===== src/rtl/load_store_unit.sv =====
// -----------------------------------------------------------------------------
// load_store_unit
//
// Memory stage of a small RV32 pipeline. Non-memory instructions pass their
// ALU result through to writeback with one cycle of latency. Loads and stores
// are checked for a legal funct3 and for natural alignment. A good access
// starts a handshake with data memory and holds the pipeline until DM_ack.
// A bad access raises a one-cycle fault pulse and never reaches memory.
//
// Optional feature (macro LSU_TIMEOUT_EN): an ACCESS-cycle counter aborts a
// request that has not been acknowledged within TIMEOUT_CYCLES cycles.
//
// Ports
//   clk, rst_n               clock; synchronous active-low reset
//   EX_valid/opcode/fn_3     instruction from execute
//   ALU_alu_val              byte address (load/store) or writeback value
//   EX_rs2_val, EX_rd        store data, destination register
//   MEM_stall                high while an access is outstanding
//   DM_req/we/addr/wdata/be  data-memory request (all registered)
//   DM_ack, DM_rdata         data-memory completion and read word
//   MEM_wb_val/rd/wb_en      registered writeback
//   MEM_fault                one-cycle fault pulse
// -----------------------------------------------------------------------------
module load_store_unit #(
    parameter int unsigned TIMEOUT_CYCLES = 16
) (
    input  logic        clk,
    input  logic        rst_n,
    input  logic        EX_valid,
    input  logic [6:0]  EX_opcode,
    input  logic [2:0]  EX_fn_3,
    input  logic [31:0] ALU_alu_val,
    input  logic [31:0] EX_rs2_val,
    input  logic [4:0]  EX_rd,
    output logic        MEM_stall,
    output logic        DM_req,
    output logic        DM_we,
    output logic [31:0] DM_addr,
    output logic [31:0] DM_wdata,
    output logic [3:0]  DM_be,
    input  logic        DM_ack,
    input  logic [31:0] DM_rdata,
    output logic [31:0] MEM_wb_val,
    output logic [4:0]  MEM_rd,
    output logic        MEM_wb_en,
    output logic        MEM_fault
);

    localparam logic [6:0] OPC_LOAD  = 7'b0000011;
    localparam logic [6:0] OPC_STORE = 7'b0100011;

    typedef enum logic [0:0] {
        ST_IDLE   = 1'b0,
        ST_ACCESS = 1'b1
    } state_t;

    state_t      r_state;
    state_t      w_state_nxt;

    // Details of the outstanding access, needed again when the ack arrives.
    logic        r_is_store;
    logic [2:0]  r_fn3;
    logic [1:0]  r_addr_lo;
    logic [4:0]  r_rd;

    logic        w_is_load;
    logic        w_is_store;
    logic        w_legal;
    logic        w_aligned;
    logic        w_start;
    logic        w_bad;
    logic        w_alu;
    logic        w_done;
    logic        w_abort;
    logic        w_tmo;

    // Byte enables by access width; halfword lanes are already aligned here.
    function automatic logic [3:0] f_be(input logic [1:0] size, input logic [1:0] lo);
        logic [3:0] be;
        case (size)
            2'b00:   be = 4'b0001 << lo;
            2'b01:   be = 4'b0011 << lo;
            default: be = 4'b1111;
        endcase
        return be;
    endfunction

    // Store data replicated across every lane it could land in.
    function automatic logic [31:0] f_wdata(input logic [1:0] size, input logic [31:0] rs2);
        logic [31:0] wd;
        case (size)
            2'b00:   wd = {4{rs2[7:0]}};
            2'b01:   wd = {2{rs2[15:0]}};
            default: wd = rs2;
        endcase
        return wd;
    endfunction

    // Pick the addressed lane out of the read word and extend it.
    function automatic logic [31:0] f_load_ext(input logic [2:0] fn3, input logic [1:0] lo,
                                               input logic [31:0] rdata);
        logic [7:0]  b;
        logic [15:0] h;
        logic [31:0] res;
        b = rdata[{lo, 3'b000} +: 8];
        h = lo[1] ? rdata[31:16] : rdata[15:0];
        case (fn3)
            3'b000:  res = {{24{b[7]}}, b};
            3'b001:  res = {{16{h[15]}}, h};
            3'b100:  res = {24'd0, b};
            3'b101:  res = {16'd0, h};
            default: res = rdata;
        endcase
        return res;
    endfunction

    assign w_is_load  = (EX_opcode == OPC_LOAD);
    assign w_is_store = (EX_opcode == OPC_STORE);
    assign MEM_stall  = (r_state == ST_ACCESS);

    // Decode funct3 legality and natural alignment of the incoming access.
    always_comb begin
        w_legal   = 1'b0;
        w_aligned = 1'b1;
        case (EX_fn_3)
            3'b000, 3'b001, 3'b010: w_legal = w_is_load | w_is_store;
            3'b100, 3'b101:         w_legal = w_is_load;
            default:                w_legal = 1'b0;
        endcase
        case (EX_fn_3[1:0])
            2'b01:   w_aligned = (ALU_alu_val[0] == 1'b0);
            2'b10:   w_aligned = (ALU_alu_val[1:0] == 2'b00);
            default: w_aligned = 1'b1;
        endcase
    end

    // Next-state and per-cycle action decode.
    always_comb begin
        w_state_nxt = r_state;
        w_start     = 1'b0;
        w_bad       = 1'b0;
        w_alu       = 1'b0;
        w_done      = 1'b0;
        w_abort     = 1'b0;
        case (r_state)
            ST_IDLE: begin
                if (EX_valid) begin
                    if (!(w_is_load || w_is_store)) begin
                        w_alu = 1'b1;
                    end else if (w_legal && w_aligned) begin
                        w_start     = 1'b1;
                        w_state_nxt = ST_ACCESS;
                    end else begin
                        w_bad = 1'b1;
                    end
                end else begin
                    w_state_nxt = ST_IDLE;
                end
            end
            ST_ACCESS: begin
                // An ack on the final allowed cycle still completes normally.
                if (DM_ack) begin
                    w_done      = 1'b1;
                    w_state_nxt = ST_IDLE;
                end else if (w_tmo) begin
                    w_abort     = 1'b1;
                    w_state_nxt = ST_IDLE;
                end else begin
                    w_state_nxt = ST_ACCESS;
                end
            end
            default: begin
                w_state_nxt = ST_IDLE;
            end
        endcase
    end

    // FSM state register.
    always_ff @(posedge clk) begin
        if (!rst_n) begin
            r_state <= ST_IDLE;
        end else begin
            r_state <= w_state_nxt;
        end
    end

`ifdef LSU_TIMEOUT_EN
    localparam int unsigned CNT_W = (TIMEOUT_CYCLES > 1) ? $clog2(TIMEOUT_CYCLES) : 1;
    logic [CNT_W-1:0] r_tmo_cnt;

    assign w_tmo = (r_tmo_cnt == CNT_W'(TIMEOUT_CYCLES - 1));

    // Count ACCESS cycles; cleared whenever a new access is accepted.
    always_ff @(posedge clk) begin
        if (!rst_n) begin
            r_tmo_cnt <= '0;
        end else if (w_start) begin
            r_tmo_cnt <= '0;
        end else if (r_state == ST_ACCESS && !w_tmo) begin
            r_tmo_cnt <= r_tmo_cnt + CNT_W'(1);
        end
    end
`else
    logic [31:0] w_unused_tmo;
    assign w_unused_tmo = 32'(TIMEOUT_CYCLES);
    assign w_tmo        = 1'b0;
`endif

    // Memory request, latched access details and writeback registers.
    always_ff @(posedge clk) begin
        if (!rst_n) begin
            DM_req     <= 1'b0;
            DM_we      <= 1'b0;
            DM_addr    <= 32'd0;
            DM_wdata   <= 32'd0;
            DM_be      <= 4'd0;
            MEM_wb_val <= 32'd0;
            MEM_rd     <= 5'd0;
            MEM_wb_en  <= 1'b0;
            MEM_fault  <= 1'b0;
            r_is_store <= 1'b0;
            r_fn3      <= 3'd0;
            r_addr_lo  <= 2'd0;
            r_rd       <= 5'd0;
        end else begin
            MEM_wb_en <= 1'b0;
            MEM_fault <= 1'b0;
            if (w_start) begin
                DM_req     <= 1'b1;
                DM_we      <= w_is_store;
                DM_addr    <= {ALU_alu_val[31:2], 2'b00};
                DM_wdata   <= w_is_store ? f_wdata(EX_fn_3[1:0], EX_rs2_val) : 32'd0;
                DM_be      <= f_be(EX_fn_3[1:0], ALU_alu_val[1:0]);
                r_is_store <= w_is_store;
                r_fn3      <= EX_fn_3;
                r_addr_lo  <= ALU_alu_val[1:0];
                r_rd       <= EX_rd;
            end
            if (w_alu) begin
                MEM_wb_val <= ALU_alu_val;
                MEM_rd     <= EX_rd;
                MEM_wb_en  <= (EX_rd != 5'd0);
            end
            if (w_bad) begin
                MEM_fault <= 1'b1;
            end
            if (w_done) begin
                DM_req <= 1'b0;
                DM_we  <= 1'b0;
                if (!r_is_store) begin
                    MEM_wb_val <= f_load_ext(r_fn3, r_addr_lo, DM_rdata);
                    MEM_rd     <= r_rd;
                    MEM_wb_en  <= (r_rd != 5'd0);
                end
            end
            if (w_abort) begin
                DM_req    <= 1'b0;
                DM_we     <= 1'b0;
                MEM_fault <= 1'b1;
            end
        end
    end

endmodule


===== config.mk =====
export PLATFORM = sky130hd
export DESIGN_NAME = load_store_unit
export DESIGN_NICKNAME = d
export VERILOG_FILES = /design/src/rtl/load_store_unit.sv
export SDC_FILE = /design/constraint.sdc
export NUM_CORES = 1
export LEC_CHECK = 0
export BUFFER_PORTS_ARGS = -buffer_cell sky130_fd_sc_hd__buf_2
export CAP_MARGIN = 10
export CORE_MARGIN = 1
export CORE_UTILIZATION = 45
export DETAILED_ROUTE_END_ITERATION = 6
export PLACE_DENSITY = 0.75
export SETUP_SLACK_MARGIN = 0.02
export SLEW_MARGIN = 20
export SYNTH_ARGS = -nofsm -noshare
export SYNTH_HDL_FRONTEND = slang
export SYNTH_SLANG_ARGS = --single-unit

===== constraint.sdc =====
create_clock -name clk -period 3.45 [get_ports clk]
set_clock_uncertainty 0.15 [all_clocks]
set_input_delay 0.69 -clock clk [delete_from_list [all_inputs] [get_ports clk]]
set_output_delay 0.69 -clock clk [all_outputs]
set_load 0.02 [all_outputs]

==> results.md <==
- The area of the mapped netlist is 5761 sq um.
- The critical path in this run is classified as primary input to register.
- The clock network is responsible for 48.4% of the overall power.
- The number of DRC violations after detailed-routing iteration 0 is 451.
- In the finished design, the share of the clock period the worst path needs comes to 73.09%.
- Of all flip-flops after synthesis, the portion carrying an async set or reset was 0%.
- The class of the tightest hold or removal check is register to register.
- Synthesis handed over a netlist of 629 instances.
- Counting flops with a built-in enable in the synthesized netlist gives 0.
- The slowest cell on the critical path is sky130_fd_sc_hd__nor4_2.
- The sum of negative setup slack is 0 ns.
- Detailed placement finished with a half-perimeter wire length of 12.36 mm.
- The launch point of the worst path is EX_fn_3[1].
- Of all nets on the critical path, the largest fanout is 9.
- The run finished with clean final reports.
- The transition time at the pin with the least slew margin is 0.9515 ns.
- The detailed-route DRC error count is 0.
- The net switching share of the total power is 24.91%.
- The register bit count reported by yosys is 119.
- The repair_antennas step left the layout with diodes totalling 0.
- The number of different library cells used by synthesis comes to 50.
- The element type at the critical path start is a primary input.
- The ratio of total power to cell area is 460.9 nW/um^2.
- The final layout net count is 952.
- The critical hold path startpoint is DM_addr[30].
- Detailed routing inserted a total of 5513 vias.
- The minimum clock period after layout is 2.522 ns.
- The sequential group share of total power is 41.0%.
- The floorplan step set the die height to 115.1 um.
- Once the floorplan was initialized, standard cells occupied 46.98% of the core.
- The TritonCTS buffer count is 17.
- The area growth from synthesis to layout is 30.52%.
- The die footprint is 13260 sq um.
- Entering global routing, the biggest net connects 41 pins.
- For this run, the leading register cell type out of synthesis is sky130_fd_sc_hd__dfxtp_1.
- The count of port buffers added during placement is 222.
- The hold violation total from the final report came to 0.
- The number of optimization iterations in the first detailed-route pass is 5.
- After filler insertion, the fill cell instance count of the layout stands at 1113.
- The number of gates resized after CTS was 0.
- The clock tree synthesis step divided the H-tree into 4 levels.
- The via count of the first global-routing pass came to 5158.
- The highest clock frequency the design can meet is 396.6 MHz.
- The stage delay of the slowest cell on the critical path is 0.88 ns.
- The proportion of netlist area held by the largest area contributor is 41.36%.
- The design area is 7518 sq um.
- The count of antenna-violating nets left after detailed routing is 0.
- The area of the core is 12260 sq um.
- The data arrival at the endpoint of the critical path is 2.73 ns.
- After clock tree synthesis, the flow added hold-fix buffers numbering 0.
- The portion of the post-synthesis area used by sequential elements is 41.36%.
- The clock sink count is 119.
- The via count normalized by instance count is 5.437.
- The internal power of the cells totals 2602 uW.
- After clock tree synthesis, the clock-pin slew on the worst setup and hold paths is 0.05 ns.
- The maximum root-to-sink buffer count is 2.
- The critical path endpoint category is a register.
- The x dimension of the die is 115.1 um.
- In this run the static leakage power is 0.003395 uW.
- CTS placed an instance of sky130_fd_sc_hd__clkbuf_16 at the clock tree root.
- The number of violations of the max-capacitance limit is 0.
- The final setup violation count is 0.
- The relative max-transition margin is 36.04%.
- The CTS tree is built.
- The share of total power in combinational logic is 10.6%.
- Buffers added to address setup during post-CTS repair amount to 0.
- The synthesized area divided by synthesized cell count is 9.158 sq um.
- The initial antenna violation count was 0.
- The detail-routed net length per standard cell is 16.81 um.
- STA puts the critical path data required time at 3.66 ns.
- Overall power consumption after layout is estimated at 3466 uW.
- The library cell with the largest summed area after synthesis is sky130_fd_sc_hd__dfxtp_1.
- Routability-driven placement finished with a final weighted congestion of 0.9204.
- The cell area reported after detailed placement is 6958 sq um.
- Yosys attributes the largest share of cell area to sky130_fd_sc_hd__dfxtp_1, sky130_fd_sc_hd__mux2i_1, sky130_fd_sc_hd__nand2_1.
- The aggregate global routing overflow is 0.
- Global routing used 26.24% of the available tracks across all layers.
- Setup repair after global routing left no endpoint under its margin.
- The peak supply drop is 0.3140 mV.
- The startpoint of the lowest-slack register-to-register path is r_addr_lo[1].
- The total count of max-transition violations in the final report was 0.
- The fraction of layout instances using a drive strength above 1 is 35.22%.
- Traced cell by cell, the critical path runs through buf_2 -> inv_1 -> ha_1 -> nand3b_1 -> o311ai_0 -> nor4_2 -> a22o_1.
- The net switching power of the design is 863.4 uW.
- For this design the top-level I/O count stands at 225.
- After floorplanning, the core was divided into 40 placement rows.
- After detailed routing, the total wire length is 17.05 mm.
- The first-pass GRT wire length is 26.87 mm.
- The number of warnings reported in the yosys synthesis log is 0.
- For the worst-skew pair, the clock arrives at the later sink with an insertion delay of 0.42 ns.
==> power groups by stage <==
stage	sequential, uW	combinational, uW	clock (uW)
floorplan	1480	161	0
global placement	1450	362	0
detailed placement	1450	364	0
CTS	1420	367	1690
global route	1420	400	1770
finish	1420	369	1680
==> cells by family (layout without fill, tap and decap cells) <==
| logic type | after synthesis | in the layout | share of synthesized area (%) |
|---|---|---|---|
| mux | 59 | 59 | 10.47 |
| other cells | 1 | 2 | 0.06510 |
| fa+ha+maj | 3 | 3 | 0.6517 |
| simple gates | 215 | 215 | 17.27 |
| compound gates | 171 | 171 | 24.65 |
| flops | 119 | 119 | 41.36 |
| buf+inv | 61 | 277 | 5.539 |
==> cells in the final DEF, fill, tap and decap left out, types with 17 or more instances in the layout <==
| master | instances |
|---|---|
| sky130_fd_sc_hd__nand2_1 | 129 |
| sky130_fd_sc_hd__mux2i_1 | 58 |
| sky130_fd_sc_hd__nor3_1 | 20 |
| sky130_fd_sc_hd__a21oi_1 | 33 |
| sky130_fd_sc_hd__a22o_1 | 23 |
| sky130_fd_sc_hd__clkbuf_16 | 17 |
| sky130_fd_sc_hd__nor2_1 | 24 |
| sky130_fd_sc_hd__dfxtp_1 | 119 |
| sky130_fd_sc_hd__buf_2 | 222 |
| sky130_fd_sc_hd__o2bb2ai_2 | 18 |
==> through the flow <==
step	hold WS [ns]	setup WS, ns	util (%)	instances
global route	0.3258	0.7646	61.32	1014
CTS	0.3042	0.9613	61.32	1014
global placement	0.2913	0.6449	56.74	983
finish	0.3032	0.9283	61.32	1014
floorplan	0.2890	0.9390	-	630
detailed placement	0.2936	0.5305	56.74	983
==> area by class of cell <==
class | count | area (sq um) | share of cell area (%)
Multi-Input combinational cell | 450 | 3088 | 41.07
Sequential cell | 119 | 2382 | 31.69
Timing Repair Buffer | 239 | 1251 | 16.64
Clock buffer | 23 | 488.0 | 6.490
Tap cell | 168 | 210.2 | 2.796
Clock inverter | 8 | 72.57 | 0.9652
Inverter | 7 | 26.28 | 0.3495
==> cells in the mapped netlist, types with 2 or more instances <==
cell type,instances
sky130_fd_sc_hd__nand2_1,129
sky130_fd_sc_hd__dfxtp_1,119
sky130_fd_sc_hd__mux2i_1,58
sky130_fd_sc_hd__clkbuf_1,34
sky130_fd_sc_hd__a21oi_1,33
sky130_fd_sc_hd__nor2_1,25
sky130_fd_sc_hd__a22o_1,23
sky130_fd_sc_hd__nor3_1,20
sky130_fd_sc_hd__o2bb2ai_2,18
sky130_fd_sc_hd__a2111oi_0,16
sky130_fd_sc_hd__o21ai_0,14
sky130_fd_sc_hd__a31oi_1,12
sky130_fd_sc_hd__a21o_1,9
sky130_fd_sc_hd__a311oi_1,9
sky130_fd_sc_hd__a221oi_1,8
sky130_fd_sc_hd__nor2b_1,8
sky130_fd_sc_hd__or3_1,8
sky130_fd_sc_hd__a211o_1,7
sky130_fd_sc_hd__and3b_1,7
sky130_fd_sc_hd__buf_2,7
sky130_fd_sc_hd__inv_1,7
sky130_fd_sc_hd__o32ai_1,7
sky130_fd_sc_hd__buf_4,5
sky130_fd_sc_hd__buf_6,4
sky130_fd_sc_hd__o2bb2ai_1,4
sky130_fd_sc_hd__ha_1,3
sky130_fd_sc_hd__nand2b_1,3
sky130_fd_sc_hd__nand3b_1,3
sky130_fd_sc_hd__or4_1,3
sky130_fd_sc_hd__a211oi_1,2
sky130_fd_sc_hd__and3_1,2
sky130_fd_sc_hd__buf_1,2
sky130_fd_sc_hd__buf_12,2
sky130_fd_sc_hd__o2bb2ai_4,2
==> layer usage <==
metal	up-vias	track usage (%)	share of wire [%]
li1	2713	-	-
met1	2547	34.37	45
met2	226	41.33	46
met3	27	6.958	6.7
met4	0	10.04	2.1
met5	-	0	0
==> state kept, by name, indices dropped and copies added (netlist names), 2 cells and up <==
signal      flops
r_fn3           3
r_rd            5
DM_wdata       32
DM_be           4
r_addr_lo       2
DM_addr        30
MEM_wb_val     32
MEM_rd          5
==> final timing paths <==
check,cells after the start,slack [ns],end
hold reg to reg,2,0.30,DM_addr[30]
hold / removal,2,0.30,DM_addr[30]
setup / recovery,7,0.93,DM_wdata[0]
setup reg to reg,5,1.12,MEM_wb_val[21]
==> critical path, delay by kind of cell <==
family                   cells  cell delay (ns)
AO/OA/AOI/OAI                2             0.47
adder cells (fa/ha/maj)      1             0.32
buffers and inverters        2             0.19
AND/OR/NAND/NOR              2             1.05
(Power assumes the default switching activity.)
